File: config.mk
export PLATFORM = sky130hd
export DESIGN_NAME = prio_arbiter
export DESIGN_NICKNAME = d
export VERILOG_FILES = /design/src/rtl/prio_pkg.sv /design/src/rtl/prio_enc_core.sv /design/src/rtl/prio_arbiter.sv
export SDC_FILE = /design/constraint.sdc
export NUM_CORES = 1
export LEC_CHECK = 0
export ABC_CLOCK_PERIOD_IN_PS = 2300
export CAP_MARGIN = 30
export CORE_UTILIZATION = 47
export DETAILED_ROUTE_END_ITERATION = 10
export PLACE_DENSITY = 0.83
export RECOVER_POWER = 25
export SLEW_MARGIN = 20
export SYNTH_ARGS = -nofsm -noshare
export SYNTH_HDL_FRONTEND = slang
export SYNTH_HIERARCHICAL = 1
export SYNTH_SLANG_ARGS = --single-unit
File: constraint.sdc
create_clock -name clk -period 2.3 [get_ports clk]
set_input_delay 0.23 -clock clk [delete_from_list [all_inputs] [get_ports clk]]
set_output_delay 0.23 -clock clk [all_outputs]
set_load 0.02 [all_outputs]
File: src/rtl/prio_pkg.sv
// Shared types and helpers for the priority arbiter.
package prio_pkg;

  typedef enum logic {
    MODE_FIXED = 1'b0,
    MODE_RR    = 1'b1
  } arb_mode_e;

  localparam int MAX_N = 64;

  // Wide one-hot; callers slice the low N bits.
  function automatic logic [MAX_N-1:0] idx_to_oh(input int unsigned idx);
    return {{(MAX_N-1){1'b0}}, 1'b1} << idx;
  endfunction

endpackage

File: src/rtl/prio_enc_core.sv
// Combinational lowest-set-bit encoder.
module prio_enc_core #(
  parameter int N = 8,
  localparam int IW = $clog2(N)
) (
  input  logic [N-1:0]  req,
  output logic [IW-1:0] idx,
  output logic          found
);

  // Scan downward so the lowest set bit is the last one written.
  always_comb begin
    idx   = '0;
    found = 1'b0;
    for (int i = N - 1; i >= 0; i--) begin
      if (req[i]) begin
        idx   = IW'(i);
        found = 1'b1;
      end
    end
  end

endmodule

File: src/rtl/prio_arbiter.sv
// Registered N-input arbiter, fixed-priority or round-robin, with a
// valid/ready grant handshake.
module prio_arbiter
  import prio_pkg::*;
#(
  parameter int N = 8,
  localparam int IW = $clog2(N)
) (
  input  logic            clk,
  input  logic            rst,
  input  logic [N-1:0]    req,
  input  arb_mode_e       mode,
  input  logic            gnt_ready,
  output logic            gnt_valid,
  output logic [IW-1:0]   gnt_idx,
  output logic [N-1:0]    gnt_oh
);

  logic [IW-1:0]    ptr;
  logic [N-1:0]     req_masked;
  logic [IW-1:0]    m_idx;
  logic [IW-1:0]    u_idx;
  logic             m_found;
  logic             u_found;
  logic [IW-1:0]    win_idx;
  logic [MAX_N-1:0] win_oh_wide;
  logic             load;
  logic             accept;

  assign load   = !gnt_valid || gnt_ready;
  assign accept = gnt_valid && gnt_ready;

  always_comb begin
    req_masked = '0;
    for (int i = 0; i < N; i++) begin
      req_masked[i] = req[i] && (i >= int'(ptr));
    end
  end

  prio_enc_core #(.N(N)) u_enc_masked (
    .req   (req_masked),
    .idx   (m_idx),
    .found (m_found)
  );

  prio_enc_core #(.N(N)) u_enc_full (
    .req   (req),
    .idx   (u_idx),
    .found (u_found)
  );

  // Nothing at or above ptr falls back to the lowest requester (wrap).
  always_comb begin
    win_idx = u_idx;
    if (mode == MODE_RR && m_found) begin
      win_idx = m_idx;
    end
  end

  assign win_oh_wide = idx_to_oh(int'(win_idx));

  always_ff @(posedge clk or negedge rst) begin
    if (!rst) begin
      gnt_valid <= 1'b0;
      gnt_idx   <= '0;
      gnt_oh    <= '0;
    end else if (load) begin
      gnt_valid <= u_found;
      gnt_idx   <= u_found ? win_idx : '0;
      gnt_oh    <= u_found ? win_oh_wide[N-1:0] : '0;
    end
  end

  // Advances off the grant being retired, not the one being issued.
  always_ff @(posedge clk or negedge rst) begin
    if (!rst) begin
      ptr <= '0;
    end else if (accept && mode == MODE_RR) begin
      ptr <= (gnt_idx == IW'(N - 1)) ? '0 : gnt_idx + IW'(1);
    end
  end

endmodule
==> out/qor.yml <==
ys.warnings.count: 6
synth_edf_count: 0
fmax_ghz: 0.4733
required_ns: 2.49
root_buffer: "clkbuf_4"
r2r_start: "ptr[1]"
nNetsFinal: 155
clk_path_buf_depth: 2
placed_area_mm2: 0.001331
drv_slew: 0
overflow: 0
setup_violations: 0
antenna_found_initial: 0
swShare_pct: 39.89
fin_area_mm2: 0.001366
io_pins: 24
grt_pass1_wl_um: 3850
timing.final.crit_share_pct: 91.86
viasPerCell: 5.683
drt-wirelength-per-cell_um: 13.77
gp_congestion: 0.8557
clkTransAtPathRegs_ns: 0.10
syn_area_mm2: 0.001005
power_leakage_uw: 0.0005647
ys_seq_area_share_pct: 37.36
cts_buffers: 3
path_max_fanout: 7
core_mm2: 0.001982
dr.pass1.iters: 4
htreeDepth: 1
criticalPathCategory: "flip-flop to flip-flop"
grt_start_max_net_pins: 23
arrival_ns: 2.30
fin_worst_skew_ns: 0.003163
drc: 0
drive_above_1_share_pct: 22.86
p_int_uw: 679.6
total_power_uw: 1131
switchingPower_uw: 450.9
hp-class: "input port to asynchronous set/reset pin"
final_antenna_net_count: 0
r2r_slack_ns: 0.19
r2r.worst_path.cells: 6
holdWs_ns: 0.4084
final.min_clock_period_ns: 2.113
endpoint_kind: "flip-flop"
die_h_um: 48.24
p_comb_share_pct: 50.1
area_delta_synth_final_pct: 35.99
num_vias: 949
p_clk_share_pct: 14.3
numPortBuffers: 23
clk_latency_ns: 0.30
cts_setup_buffers: 0
dp_hpwl_um: 1800
fp.dieW_um: 48.24
antenna_cells: 0
initial_core_util_pct: 50.69
async_reset_ff_share_pct: 100.0
finalWirelength_um: 2299
outcome: "finished clean"
num_rows: 16
fin_util_pct: 68.94
rsz0062_at_grt: "no"
cts_tree: "done"
cts_hold_buffers: 0
start_kind: "flip-flop"
syn_nets: 119
clock-sinks: 15
synthFlopType: "dfrtp_1"
fp.dieArea_mm2: 0.002327
drv_cap: 0
grt_use_total_pct: 23.87
timing.slew.headroom_pct: 53.75
yosysUniqueCellTypes: 36
syn_avg_cell_area_um2: 9.569
grt_pass1_vias: 940
syn_inst: 105
p_seq_share_pct: 35.6
r2r-end: "gnt_oh[6]"
drt-initial-drc-count: 13
tightest_slew_ns: 0.6914
power.density_mw_per_mm2: 827.4
ys_ff_latch: 15
finalHoldViolations: 0
vdd_drop_max_uv: 518.2
## worst max-delay path by stage
stage,cells past startpoint,end,slack [ns],from
floorplan,6,gnt_oh[3],0.36,ptr[2]
global placement,7,gnt_oh[6],0.05,req[5]
detailed placement,7,gnt_oh[5],-0.05,req[5]
CTS,7,gnt_oh[5],0.14,ptr[2]
global route,6,gnt_oh[4],0.07,ptr[1]
finish,6,gnt_oh[6],0.19,ptr[1]
## logic make-up after synthesis
| kind of cell | after synthesis | synth area share (%) |
|---|---|---|
| flip-flops | 15 | 37.36 |
| adder cells (fa/ha/maj) | 2 | 2.490 |
| multiplexers | 4 | 4.234 |
| AND/OR/NAND/NOR | 42 | 24.53 |
| buffers and inverters | 9 | 4.233 |
| AO/OA/AOI/OAI | 33 | 27.15 |
## synthesized netlist by cell type, types with 2 or more instances
master / instances / area [µm²]
a211oi_1: 4 / 30.03
a21oi_1: 3 / 15.01
a31oi_1: 3 / 18.77
dfrtp_1: 15 / 375.4
ha_1: 2 / 25.02
inv_1: 6 / 22.52
mux2_2: 2 / 22.52
mux2i_1: 2 / 20.02
nand2_1: 15 / 56.30
nand3_1: 2 / 10.01
nor2_1: 5 / 18.77
nor2b_1: 6 / 37.54
nor4_1: 2 / 12.51
nor4_2: 2 / 25.02
o21ai_0: 6 / 30.03
o21bai_1: 2 / 15.01
o31ai_1: 5 / 37.54
o31ai_2: 4 / 50.05
o41ai_1: 2 / 17.52
## registers in the layout, summed over array words and instances (netlist names)
signal	flops
gnt_oh	8
gnt_idx	3
ptr	3
gnt_valid	1
## routing by layer
metal,part of all wire [%],global-route usage [%],routed length [µm],vias to the layer above
met4,2.0,12.22,45,0
li1,-,-,-,469
met3,3.1,3.333,71,7
met2,51,42.40,1172,29
met5,0,0,0,-
met1,44,27.63,1008,444
## per-stage QoR
stage	instances	setup slack (ns)	TNS [ns]
floorplan	105	0.3572	0
global placement	163	0.05024	0
detailed placement	163	-0.05055	-0.1935
CTS	167	0.1394	0
global route	167	0.06571	0
finish	167	0.1872	0
## power groups by stage
stage	Clock (µW)	Combinational, µW	Sequential, µW
6_report	162	566	403
5_1_grt	173	614	417
4_1_cts	161	564	400
3_5_place_dp	0	563	404
3_3_place_gp	0	546	400
2_1_floorplan	0	280	444
## critical path, stage by stage (launching register included)
cell and delay [ns]:
dfrtp_1 0.46, a21boi_0 0.42, a21oi_1 0.08, o41ai_1 0.43
and4b_2 0.29, a31oi_1 0.24, o31ai_2 0.10
## final cells by class
| class | instances | area, µm² |
|---|---|---|
| flip-flops and latches | 15 | 376.6 |
| repair buffers | 34 | 312.8 |
| clock buffers | 3 | 22.52 |
| multi-input cells | 81 | 593.1 |
| clock inverters | 1 | 5.005 |
| inverters | 6 | 22.52 |
| fillers | 154 | 615.6 |
| well taps | 27 | 33.78 |
## placed cells by master (no fill, tap or decap), types with 3 or more instances in the layout
cell and instances:
buf_4 11, inv_1 6, a211oi_1 4, clkdlybuf4s50_1 22, nor2_1 5, o31ai_1 5
a31oi_1 3, o31ai_2 4, clkbuf_4 3, dfrtp_1 14, nand2_1 15, nor4_2 3
o21ai_0 6, nor2b_1 6, a21oi_1 3
## repair_timing
item                                    4_1_cts  5_1_grt
endpoints found under the setup margin        0       10
gates resized for setup                       0        2
hold endpoints to repair                      0        0
No activity file was read; power rests on OpenSTA's default activity.
